## config.mk

```make
export PLATFORM = sky130hd
export DESIGN_NAME = multdiv_ctrl_flat
export DESIGN_NICKNAME = d
export VERILOG_FILES = /design/src/rtl/multdiv_pkg.sv /design/src/rtl/multdiv_if.sv /design/src/rtl/multdiv_counter.sv /design/src/rtl/multdiv_ctrl.sv /design/src/flat_wrapper.sv
export SDC_FILE = /design/constraint.sdc
export NUM_CORES = 1
export LEC_CHECK = 0
export CORE_MARGIN = 5
export CORE_UTILIZATION = 55
export CTS_BUF_LIST = sky130_fd_sc_hd__clkbuf_8
export CTS_CLUSTER_SIZE = 40
export DETAILED_ROUTE_END_ITERATION = 12
export PLACE_DENSITY = 0.81
export SYNTH_ARGS = -nofsm -noshare
export SYNTH_HDL_FRONTEND = slang
export SYNTH_HIERARCHICAL = 1
export SYNTH_SLANG_ARGS = --single-unit
```

## constraint.sdc

```tcl
create_clock -name clock -period 5.8 [get_ports clock]
set_input_delay 1.45 -clock clock [delete_from_list [all_inputs] [get_ports clock]]
set_output_delay 1.45 -clock clock [all_outputs]
set_load 0.02 [all_outputs]
```

## src/rtl/multdiv_pkg.sv

```systemverilog
// Shared types and constants for the multi-cycle multiply/divide sequencer.
// Imported by the interface, the counter and the controller.
package multdiv_pkg;

    localparam int MD_WIDTH = 32;
    localparam int MD_ITER  = 32;
    localparam int MD_CNT_W = 6;

    localparam logic [MD_WIDTH-1:0] MD_INT_MIN = 32'h80000000;

    typedef enum logic [2:0] {
        ST_IDLE,
        ST_MULT,
        ST_DIV,
        ST_FIX,
        ST_DONE
    } md_state_e;

    typedef enum logic {
        OP_MUL,
        OP_DIV
    } md_op_e;

endpackage

```

## src/rtl/multdiv_if.sv

```systemverilog
// Command/result bundle between the execute stage and the mult/div sequencer.
// The execute stage is the master; the sequencer is the slave.
interface multdiv_if #(
    parameter int WIDTH = multdiv_pkg::MD_WIDTH
);

    logic             ctrl_MULT;
    logic             ctrl_DIV;
    logic [WIDTH-1:0] data_operandA;
    logic [WIDTH-1:0] data_operandB;
    logic [WIDTH-1:0] data_result;
    logic             data_exception;
    logic             data_resultRDY;
    logic             busy;

    modport master (
        output ctrl_MULT,
        output ctrl_DIV,
        output data_operandA,
        output data_operandB,
        input  data_result,
        input  data_exception,
        input  data_resultRDY,
        input  busy
    );

    modport slave (
        input  ctrl_MULT,
        input  ctrl_DIV,
        input  data_operandA,
        input  data_operandB,
        output data_result,
        output data_exception,
        output data_resultRDY,
        output busy
    );

endinterface

```

## src/rtl/multdiv_counter.sv

```systemverilog
// Iteration counter for the mult/div sequencer.
// Synchronous clear and enable; terminal flag when the count reads MD_ITER-1.
module multdiv_counter
    import multdiv_pkg::*;
(
    input  logic i_clk,
    input  logic i_rst,
    input  logic i_clear,
    input  logic i_en,
    output logic o_term
);

    logic [MD_CNT_W-1:0] r_cnt;

    always_ff @(posedge i_clk) begin
        if (i_rst) begin
            r_cnt <= '0;
        end else if (i_clear) begin
            r_cnt <= '0;
        end else if (i_en) begin
            r_cnt <= r_cnt + 1'b1;
        end
    end

    assign o_term = (r_cnt == MD_CNT_W'(MD_ITER - 1));

endmodule

```

## src/rtl/multdiv_ctrl.sv

```systemverilog
// Multi-cycle signed 32-bit multiply / restoring divide sequencer.
// Works on magnitudes, then applies sign correction and overflow checks in FIX.
module multdiv_ctrl
    import multdiv_pkg::*;
(
    input logic      clock,
    input logic      reset,
    multdiv_if.slave bus
);

    localparam int W = MD_WIDTH;

    md_state_e      r_state;
    md_op_e         r_op;
    logic           r_neg;
    logic           r_bzero;
    logic [W-1:0]   r_opb;
    logic [2*W-1:0] r_prod;
    logic [W-1:0]   r_result;
    logic           r_exc;
    logic           r_rdy;
    logic           r_busy;

    logic           w_start;
    logic           w_is_mul;
    logic           w_iter;
    logic           w_term;
    logic [W-1:0]   w_abs_a;
    logic [W-1:0]   w_abs_b;
    logic [W:0]     w_add_a;
    logic [W:0]     w_add_b;
    logic           w_sub;
    logic [W:0]     w_sum;
    logic           w_nonneg;
    logic [2*W-1:0] w_sprod;
    logic [W-1:0]   w_sq;
    logic [W-1:0]   w_fix_res;
    logic           w_fix_exc;

    assign w_is_mul = bus.ctrl_MULT;
    assign w_start  = ((r_state == ST_IDLE) || (r_state == ST_DONE))
                      && (bus.ctrl_MULT || bus.ctrl_DIV);
    assign w_iter   = (r_state == ST_MULT) || (r_state == ST_DIV);

    assign w_abs_a = bus.data_operandA[W-1] ? -bus.data_operandA
                                            : bus.data_operandA;
    assign w_abs_b = bus.data_operandB[W-1] ? -bus.data_operandB
                                            : bus.data_operandB;

    multdiv_counter u_cnt (
        .i_clk   (clock),
        .i_rst   (reset),
        .i_clear (w_start),
        .i_en    (w_iter),
        .o_term  (w_term)
    );

    // One W+1-bit adder: accumulate for multiply, trial-subtract for divide.
    // For divide, r_prod[2W-1:W-1] is the remainder shifted left by one.
    assign w_sub    = (r_state == ST_DIV);
    assign w_add_a  = w_sub ? r_prod[2*W-1:W-1] : {1'b0, r_prod[2*W-1:W]};
    assign w_add_b  = w_sub ? ~{1'b0, r_opb} : {1'b0, r_opb};
    assign w_sum    = w_add_a + w_add_b + {{W{1'b0}}, w_sub};
    assign w_nonneg = ~w_sum[W];

    assign w_sprod = r_neg ? -r_prod : r_prod;
    assign w_sq    = r_neg ? -r_prod[W-1:0] : r_prod[W-1:0];

    always_comb begin
        w_fix_res = '0;
        w_fix_exc = 1'b0;
        if (r_op == OP_MUL) begin
            w_fix_res = w_sprod[W-1:0];
            w_fix_exc = ~(&w_sprod[2*W-1:W-1] | ~|w_sprod[2*W-1:W-1]);
        end else if (r_bzero) begin
            w_fix_res = '0;
            w_fix_exc = 1'b1;
        end else begin
            // Only INT_MIN / -1 yields a positive 2^31 magnitude quotient.
            w_fix_res = w_sq;
            w_fix_exc = ~r_neg & r_prod[W-1];
        end
    end

    always_ff @(posedge clock) begin
        if (reset) begin
            r_state  <= ST_IDLE;
            r_op     <= OP_MUL;
            r_neg    <= 1'b0;
            r_bzero  <= 1'b0;
            r_opb    <= '0;
            r_prod   <= '0;
            r_result <= '0;
            r_exc    <= 1'b0;
            r_rdy    <= 1'b0;
            r_busy   <= 1'b0;
        end else begin
            r_rdy <= 1'b0;
            unique case (r_state)
                ST_IDLE, ST_DONE: begin
                    if (w_start) begin
                        r_busy  <= 1'b1;
                        r_neg   <= bus.data_operandA[W-1]
                                   ^ bus.data_operandB[W-1];
                        r_bzero <= (bus.data_operandB == '0);
                        if (w_is_mul) begin
                            r_state <= ST_MULT;
                            r_op    <= OP_MUL;
                            r_opb   <= w_abs_a;
                            r_prod  <= {{W{1'b0}}, w_abs_b};
                        end else begin
                            r_state <= ST_DIV;
                            r_op    <= OP_DIV;
                            r_opb   <= w_abs_b;
                            r_prod  <= {{W{1'b0}}, w_abs_a};
                        end
                    end else begin
                        r_state <= ST_IDLE;
                        r_busy  <= 1'b0;
                    end
                end
                ST_MULT: begin
                    if (r_prod[0]) begin
                        r_prod <= {w_sum, r_prod[W-1:1]};
                    end else begin
                        r_prod <= {1'b0, r_prod[2*W-1:1]};
                    end
                    if (w_term) begin
                        r_state <= ST_FIX;
                    end
                end
                ST_DIV: begin
                    r_prod <= {w_nonneg ? w_sum[W-1:0]
                                        : r_prod[2*W-2:W-1],
                               r_prod[W-2:0], w_nonneg};
                    if (w_term) begin
                        r_state <= ST_FIX;
                    end
                end
                ST_FIX: begin
                    r_result <= w_fix_res;
                    r_exc    <= w_fix_exc;
                    r_rdy    <= 1'b1;
                    r_state  <= ST_DONE;
                end
                default: begin
                    r_state <= ST_IDLE;
                    r_busy  <= 1'b0;
                end
            endcase
        end
    end

    assign bus.data_result    = r_result;
    assign bus.data_exception = r_exc;
    assign bus.data_resultRDY = r_rdy;
    assign bus.busy           = r_busy;

endmodule

```

## src/flat_wrapper.sv

```systemverilog
// flat-port wrapper written by rule: the top's interface ports become plain ports
module multdiv_ctrl_flat import multdiv_pkg::*;
  (clock, reset, bus_ctrl_MULT, bus_ctrl_DIV, bus_data_operandA, bus_data_operandB, bus_data_result, bus_data_exception, bus_data_resultRDY, bus_busy);
  multdiv_if #(.WIDTH(32)) bus_i ();
  input logic clock;
  input logic reset;
  input wire logic [$bits(bus_i.ctrl_MULT)-1:0] bus_ctrl_MULT;
  input wire logic [$bits(bus_i.ctrl_DIV)-1:0] bus_ctrl_DIV;
  input wire logic [$bits(bus_i.data_operandA)-1:0] bus_data_operandA;
  input wire logic [$bits(bus_i.data_operandB)-1:0] bus_data_operandB;
  output wire logic [$bits(bus_i.data_result)-1:0] bus_data_result;
  output wire logic [$bits(bus_i.data_exception)-1:0] bus_data_exception;
  output wire logic [$bits(bus_i.data_resultRDY)-1:0] bus_data_resultRDY;
  output wire logic [$bits(bus_i.busy)-1:0] bus_busy;
  assign bus_i.ctrl_MULT = bus_ctrl_MULT;
  assign bus_i.ctrl_DIV = bus_ctrl_DIV;
  assign bus_i.data_operandA = bus_data_operandA;
  assign bus_i.data_operandB = bus_data_operandB;
  assign bus_data_result = bus_i.data_result;
  assign bus_data_exception = bus_i.data_exception;
  assign bus_data_resultRDY = bus_i.data_resultRDY;
  assign bus_busy = bus_i.busy;
  multdiv_ctrl u_core (.clock(clock), .reset(reset), .bus(bus_i));
endmodule
```

-- Word level (Yosys, flattened, before mapping)
Cells that the tools add are included.
- logic and storage cells: 72
- register bits: 143
- reductions and logical operators: 16
- equality and inequality tests: 7
- bitwise gates (word level): 7
- muxes and demuxes: 24
- add/subtract/negate cells: 7
- operators with widths (kind ; number):
    two-way mux 32 bit ; 8
    two-way mux 64 bit ; 3
    one-hot mux 64 bit (3 select lines) ; 1
    negator 32 bit ; 3
    two-way mux 33 bit ; 2
    negator 64 bit ; 1
    adder 33 x 1 -> 33 bit ; 1
    adder 33 bit ; 1
    NOT 32 -> 33 bit ; 1
    AND reduction 33 bit ; 1
    OR reduction 33 bit ; 1
    logical NOT 32 bit ; 1
    one-hot mux 3 bit (3 select lines) ; 1
    adder 6 x 1 -> 6 bit, second input constant ; 1
    == test 3 x 2 -> 1 bit, second input constant ; 2
    == test 6 x 5 -> 1 bit, second input constant ; 1
    OR reduction 2 bit ; 3
    two-way mux 1 bit ; 5
    two-way mux 2 bit ; 2
    AND reduction 2 bit ; 2
    == test 3 x 1 -> 1 bit, second input constant ; 1
    == test 3 bit, second input constant ; 1
    logical NOT 3 bit ; 1
    logical OR 1 bit ; 3
    12 further kinds ; 14

-- Longest topological paths before layout
Gate-level depths: netlist (run 1).
- depth after elaboration: 7
- mapped depth: 21
- mapped depth without buffers: 14

-- Cells and area by module
The synthesis (run 1) kept the hierarchy.
- by module, submodules not included (module ; seq. area each (um2) ; area each (um2) ; times used ; cells an instance):
    multdiv_ctrl ; 2742.6 ; 12353.1 ; 1 ; 1701
    multdiv_counter ; 120.1 ; 259.0 ; 1 ; 28

-- Worst setup path before layout (run 1)
No wires, ideal clock.
- path type: reg2reg
- start: register u_core.r_state[0]
- end: register u_core.r_prod[50]
- cell stages (with the launch flop): 18
- period minus slack after synthesis: 4.710 ns
- arrival time: 4.583 ns
- setup slack: 1.090 ns
- setup time: 0.128 ns
- path through: dfxtp_1 -> clkbuf_1 -> nor3b_1 -> clkbuf_1 -> buf_1 -> clkbuf_1 -> o21ai_0 -> ha_1 -> a211oi_1 -> nor3_1 -> o21ai_0 -> a31oi_1 -> or3_1 -> nand3_1 -> clkbuf_1 -> mux2_2 -> a222oi_1 -> nor2_1
- longest elaborated chain between the ends: 6
- elaborated cells between the ends (all ways): 17
- those cells by class: add/sub: 2; eq/ne: 4; mux: 5; reduce/logical: 6
- RTL lines (item ; line ; text):
    start, declared ; multdiv_ctrl.sv:13 ; md_state_e r_state;
    start signal, assigned ; multdiv_ctrl.sv:87 ; r_state <= ST_IDLE;
    start signal, assigned ; multdiv_ctrl.sv:107 ; r_state <= ST_MULT;
    start signal, assigned ; multdiv_ctrl.sv:112 ; r_state <= ST_DIV;
    == test 3 x 2 -> 1 bit ; multdiv_ctrl.sv:60, multdiv_ctrl.sv:99 ;
    two-way mux 33 bit (on tied branches) ; multdiv_ctrl.sv:61, multdiv_ctrl.sv:62 ;
    adder 33 bit ; multdiv_ctrl.sv:63 ; assign w_sum = w_add_a + w_add_b + {{W{1'b0}}, w_sub};
    adder 33 x 1 -> 33 bit ; multdiv_ctrl.sv:63 ;
    two-way mux 32 bit / two-way mux 64 bit (equally long branches) ; multdiv_ctrl.sv:133, multdiv_ctrl.sv:123 ;
    one-hot mux 64 bit (3 select lines) ; multdiv_ctrl.sv:99 ; unique case (r_state)
    end signal, assigned ; multdiv_ctrl.sv:110 ; r_prod <= {{W{1'b0}}, w_abs_b};
    end signal, assigned ; multdiv_ctrl.sv:115 ; r_prod <= {{W{1'b0}}, w_abs_a};
    end signal, assigned ; multdiv_ctrl.sv:133 ; r_prod <= {w_nonneg ? w_sum[W-1:0]
    end, declared ; multdiv_ctrl.sv:18 ; logic [2*W-1:0] r_prod;
Several ways; a longest one is shown, not always the timed one.
A chain may end at the register's enable or synchronous reset.

-- Final worst setup path (run 1)
- start: register u_core.r_state[1]
- end: register u_core.r_prod[50]
Same word-level chain as after synthesis.

==> results of run 1 <==
==> state kept, by name, indices dropped and copies added, names as in the netlist <==
name	count
u_core/r_state	3
u_core/r_bzero	1
u_core/u_cnt/r_cnt	6
u_core/bus.data_result	32
u_core/r_prod	64
u_core/bus.data_exception	1
u_core/r_neg	1
u_core/bus.busy	1
u_core/bus.data_resultRDY	1
u_core/r_op	1
u_core/r_opb	32
==> cell families after synthesis <==
family                     synth area share
AOI/OAI and AO/OA                    0.2650
buffers and inverters               0.05565
and+or+nand+nor                      0.2370
DFF                                  0.2270
adders and majority gates           0.03631
xor gates and xnor gates             0.1215
muxes                               0.05754
==> power by group <==
group | total [uW] | internal [uW] | switching (uW)
clock | 835 | 336 | 500
combinational | 1630 | 648 | 979
sequential | 1290 | 1080 | 210
==> Yosys cell counts (all sizes together), types with 23 or more instances <==
library cell    n
a211oi         25
a21oi         108
a221oi         24
a22oi          66
buf            23
clkbuf        137
dfxtp         143
ha             35
mux2i          50
nand2         210
nand3          29
nor2          193
nor3           47
o21ai         103
o31ai          27
or3            27
or4            28
xnor2         136
xor2           39
==> worst paths after layout <==
kind / startpoint / endpoint / slack (ns) / cells after the start
setup / recovery: u_core/r_state[1]$_SDFFE_PP0P_ / u_core/r_prod[50]$_SDFFE_PP0P_ / 0.81 / 13
setup reg to reg: u_core/r_state[1]$_SDFFE_PP0P_ / u_core/r_prod[50]$_SDFFE_PP0P_ / 0.81 / 13
hold / removal: u_core/r_opb[11]$_SDFFE_PP0P_ / u_core/r_opb[11]$_SDFFE_PP0P_ / 0.47 / 2
hold reg to reg: u_core/r_opb[11]$_SDFFE_PP0P_ / u_core/r_opb[11]$_SDFFE_PP0P_ / 0.47 / 2
==> per-stage QoR <==
| stage | instances | hold slack, ns | setup slack [ns] | total power, uW |
|---|---|---|---|---|
| after floorplan | 1729 | 0.4444 | 1.090 | 2416 |
| after global placement | 1983 | 0.4540 | 0.7833 | 2851 |
| after detailed placement | 1983 | 0.4598 | 0.6734 | 2880 |
| after CTS | 2015 | 0.4726 | 0.8507 | 3709 |
| after global routing | 2015 | 0.4900 | 0.4463 | 3956 |
| final | 2015 | 0.4703 | 0.8118 | 3752 |
==> metal layers <==
metal	wire length (microns)	GRT usage	up-vias
li1	-	-	6285
met1	17490	0.4294	6217
met2	17830	0.4624	760
met3	4404	0.05537	95
met4	1230	0.09732	0
met5	0	0	-
==> worst max-delay path: cells and delay by family, from the launching register on <==
family                     cells  cell delay [ns]
AOI/OAI and AO/OA              4             1.32
muxes                          1             0.36
adders and majority gates      1             0.49
DFF                            1             0.57
xor gates and xnor gates       1             0.27
buffers and inverters          1             0.25
and+or+nand+nor                5             1.57
==> cell type report <==
cell class	count	area share
Tap cell	285	0.02542
Clock buffer	17	0.01668
Clock inverter	15	0.01276
Sequential cell	143	0.2042
Timing Repair Buffer	129	0.08796
Multi-Input combinational cell	1405	0.6474
Inverter	21	0.005620
==> results.py, run 1 <==
metrics = {
    "floorplan": {
        "fp.coreArea_sq_um": 22640,
        "ioPinCount": 103,
        "die_area_sq_um": 26060,
        "die_width_microns": 161.4,
        "initial_core_util": 0.5571,
        "num_rows": 55,
        "die_h_microns": 161.4,
    },
    "synth": {
        "synth_top_area_share": 0.2270,
        "ys_ff_latch": 143,
        "synth_cells": 1729,
        "syn_area_per_cell_sq_um": 7.294,
        "synth_nets": 1833,
        "ys.flop_type": "dfxtp_1",
        "ys.warnings.count": 6,
        "yosysSeqAreaShare": 0.2270,
        "synthTopCellsByArea": "dfxtp_1, xnor2_1, nand2_1",
        "synth_cell_type_count": 83,
        "netlist_area_sq_um": 12610,
        "synth_top_cell_by_area": "dfxtp_1",
        "synth_edf_count": 0,
        "async_flop_share": 0,
    },
    "route": {
        "post_drt_wl_per_cell_microns": 20.32,
        "drtIter0Drc": 1857,
        "drc_errors": 0,
        "firstDrtPassIters": 6,
        "totalWireLength_microns": 40950,
        "drtAntennaViolNets": 0,
        "via_per_inst": 6.629,
        "vias": 13360,
    },
    "clocking": {
        "clkLatencyLatePin_ns": 0.47,
        "post_cts_resized": 0,
        "htreeDepth": 4,
        "cts_setup_buffers": 0,
        "ctsHoldBuffers": 0,
        "clockBufferDepth": 2,
        "cts_tree": "yes",
        "path_clk_slew_ns": 0.10,
        "cts_sinks": 143,
        "clock_tree.root_cell": "clkbuf_8",
        "numCtsBuffers": 17,
    },
    "place": {
        "place.gp.congestion": 0.9624,
        "dpl_cell_area_sq_um": 13610,
        "portBuffers": 102,
        "hpwl_microns": 30200,
    },
    "global_route": {
        "grt_pass1_wl_microns": 64720,
        "grt_pass1_vias": 12040,
        "antenna_found_initial": 0,
        "track_usage": 0.3018,
        "overflow": 0,
        "grt_max_degree": 99,
    },
    "sta": {
        "worst_pin_slew_ns": 1.088,
        "fmax_mhz": 200.5,
        "slew_headroom": 0.2723,
        "fin_worst_skew_ns": 0.01631,
        "period_share": 0.8600,
        "drv_slew": 0,
        "fin_setup_tns_ns": 0,
        "setup_viol": 0,
        "rsz0062_at_grt": "false",
        "hold_viol": 0,
        "period_needed_ns": 4.988,
    },
    "run_status": {
        "outcome": "completed",
    },
    "flow_run": {
        "maxCapViolCount": 0,
    },
    "layout": {
        "area_delta_synth_final_pct": 11.21,
        "nets": 1821,
        "diodes": 0,
        "regArea_sq_um": 2864,
        "fillers": 2053,
        "multi_input_area_sq_um": 9080,
        "utilization": 0.6195,
        "mostFrequentLayoutCell": "nand2_1",
        "layout_common_cells": "nand2_1, nor2_1, dfxtp_1, xnor2_1, a21oi_1",
        "stdcell_area_sq_um": 14030,
        "drive_gt1_frac": 0.07052,
    },
    "worst_setup_path": {
        "cp-start-kind": "flop",
        "worstPathRequired_ns": 6.13,
        "end_kind": "flop",
        "critPathKind": "reg2reg",
        "crit_fanout": 48,
        "worstPathCellList": "or3b_4, xnor2_1, fa_1, a211oi_1, nor3_1, o21ai_0, a31oi_1, or3_1, nand3_1, buf_12, mux2_2, a222oi_1, nor2_1",
        "crit_arrival_ns": 5.32,
        "critPathSlowestCell": "or3b_4",
        "slowest_delay_ns": 0.72,
    },
    "power_and_ir_drop": {
        "power.density_nw_per_um2": 267.5,
        "power_leakage_uw": 0.005195,
        "irDropWorstVdd_mv": 0.1480,
    },
    "min_path": {
        "hold_path_class": "reg2reg",
    },
}
Power figures use the tool's default switching activity.
==> run 2: changes to the inputs <==
- clock period: 5.8 -> 6.2 ns (I/O delays scaled with it)
==> run 2 against run 1 <==
Effect of this change: sequential cell count did not move; via count decreased by 1.2%; total power shrank 5.9%; largest power group unchanged.
==> results.py, run 2 (synthesis results as in run 1) <==
metrics = {
    "route": {
        "drtIter0Drc": 1769,
        "firstDrtPassIters": 6,
        "totalWireLength_microns": 39950,
        "drc_errors": 0,
        "via_per_inst": 6.575,
        "post_drt_wl_per_cell_microns": 19.89,
        "drtAntennaViolNets": 0,
        "vias": 13200,
    },
    "sta": {
        "worst_pin_slew_ns": 1.100,
        "fin_setup_tns_ns": 0,
        "period_needed_ns": 5.079,
        "slew_headroom": 0.2645,
        "rsz0062_at_grt": "false",
        "fmax_mhz": 196.9,
        "hold_viol": 0,
        "whs_ns": 0.4678,
        "fin_worst_skew_ns": 0.02241,
        "period_share": 0.8192,
        "setup_viol": 0,
        "drv_slew": 0,
    },
    "clocking": {
        "htreeDepth": 4,
        "ctsHoldBuffers": 0,
        "clkLatencyLatePin_ns": 0.47,
        "cts_sinks": 143,
        "cts_setup_buffers": 0,
        "cts_tree": "yes",
        "clockBufferDepth": 2,
        "path_clk_slew_ns": 0.10,
        "post_cts_resized": 0,
        "clock_tree.root_cell": "clkbuf_8",
        "numCtsBuffers": 17,
    },
    "layout": {
        "diodes": 0,
        "top_register": "u_core/r_prod",
        "largest_reg_flops": 64,
        "area_delta_synth_final_pct": 10.81,
        "drive_gt1_frac": 0.06674,
        "mostFrequentLayoutCell": "nand2_1",
        "nets": 1814,
        "layout_common_cells": "nand2_1, nor2_1, dfxtp_1, xnor2_1, a21oi_1",
        "instances_no_fill": 2008,
        "fillers": 2100,
    },
    "global_route": {
        "track_usage": 0.2947,
        "grt_pass1_vias": 11760,
        "antenna_found_initial": 0,
        "overflow": 0,
        "grt_max_degree": 86,
        "grt_pass1_wl_microns": 63270,
    },
    "worst_setup_path": {
        "worstPathCellList": "or3b_4, xnor2_1, fa_1, a211oi_1, nor3_1, o21ai_0, a31oi_1, or3_1, nand3_1, buf_4, mux2_2, a21oi_1, nor3_1, a211o_1",
        "ff2ff_setup_slack_ns": 1.12,
        "worstReg2RegStart": "u_core/r_state[1]$_SDFFE_PP0P_",
        "worstPathRequired_ns": 6.56,
        "crit_fanout": 51,
        "end_kind": "flop",
        "critPathKind": "reg2reg",
        "crit_arrival_ns": 5.44,
        "cpMostUsedCell": "nor3_1",
        "critPathSlowestCell": "or3b_4",
        "cp-start-kind": "flop",
        "crit_start": "u_core/r_state[1]$_SDFFE_PP0P_",
        "slowest_delay_ns": 0.72,
    },
    "power_and_ir_drop": {
        "irDropWorstVdd_mv": 0.1301,
        "power.density_nw_per_um2": 252.8,
        "power_leakage_uw": 0.005166,
    },
    "min_path": {
        "min-delay-start": "u_core/r_opb[12]$_SDFFE_PP0P_",
        "hold_path_class": "reg2reg",
    },
    "floorplan": {
        "die_h_microns": 161.4,
        "ioPinCount": 103,
        "initial_core_util": 0.5571,
        "fp.coreArea_sq_um": 22640,
        "die_width_microns": 161.4,
        "num_rows": 55,
        "die_area_sq_um": 26060,
    },
    "place": {
        "dp.cells": 1976,
        "place.gp.congestion": 0.9939,
        "hpwl_microns": 29680,
        "portBuffers": 102,
    },
    "flow_run": {
        "maxCapViolCount": 0,
    },
    "run_status": {
        "outcome": "completed",
    },
}
[run 2: changes by cell type in the layout (fill, tap and decap cells not counted), sizes merged]
cell    delta
buf        -7
clkinv     -4
bufinv     +2
clkbuf     +1
inv        +1
[run 2: cell type report]
type                       count  area, sq um  share of cell area
clock buffer                  18        247.7             0.01773
clock inverter                14        180.2             0.01289
inverter                      21        78.83            0.005640
multi-input combinational   1405         9080              0.6497
sequential                   143         2864              0.2049
tap                          285        356.6             0.02551
timing repair buffer         122         1169             0.08362
[run 2: metrics by stage]
stage / util / power [uW] / instance area (sq um) / worst slack [ns]
after CTS: 0.6173 / 3498 / 13980 / 1.231
after floorplan: - / 2260 / 12610 / 1.490
after global routing: 0.6173 / 3727 / 13980 / 0.7575
after global placement: 0.5984 / 2643 / 13550 / 1.110
final: 0.6173 / 3533 / 13980 / 1.121
after detailed placement: 0.5984 / 2674 / 13550 / 1.000
[run 2: routing by layer]
metal / up-vias / part of all wire / global-route usage
met4: 0 / 0.031 / 0.09151
met1: 6128 / 0.43 / 0.4210
met2: 714 / 0.44 / 0.4515
li1: 6273 / - / -
met3: 87 / 0.10 / 0.05384
met5: - / 0 / 0
[run 2: power breakdown]
part / internal (uW) / switching, uW
combinational: 599 / 903
sequential: 1010 / 195
clock: 391 / 435
[run 2: path summary, 6_finish.rpt]
| path | to | depth (start not counted) |
|---|---|---|
| min reg2reg | u_core/r_opb[12]$_SDFFE_PP0P_ | 2 |
| min | u_core/r_opb[12]$_SDFFE_PP0P_ | 2 |
| max | u_core/r_prod[60]$_SDFFE_PP0P_ | 14 |
| max reg2reg | u_core/r_prod[60]$_SDFFE_PP0P_ | 14 |
[run 2: critical path: cells and delay by family, from the launching register on]
family / cells / cell delay (ns)
flip-flops: 1 / 0.59
XOR/XNOR: 1 / 0.28
multiplexers: 1 / 0.39
adder cells (fa/ha/maj): 1 / 0.49
AO/OA/AOI/OAI: 5 / 1.39
AND/OR/NAND/NOR: 5 / 1.39
buffers and inverters: 1 / 0.42
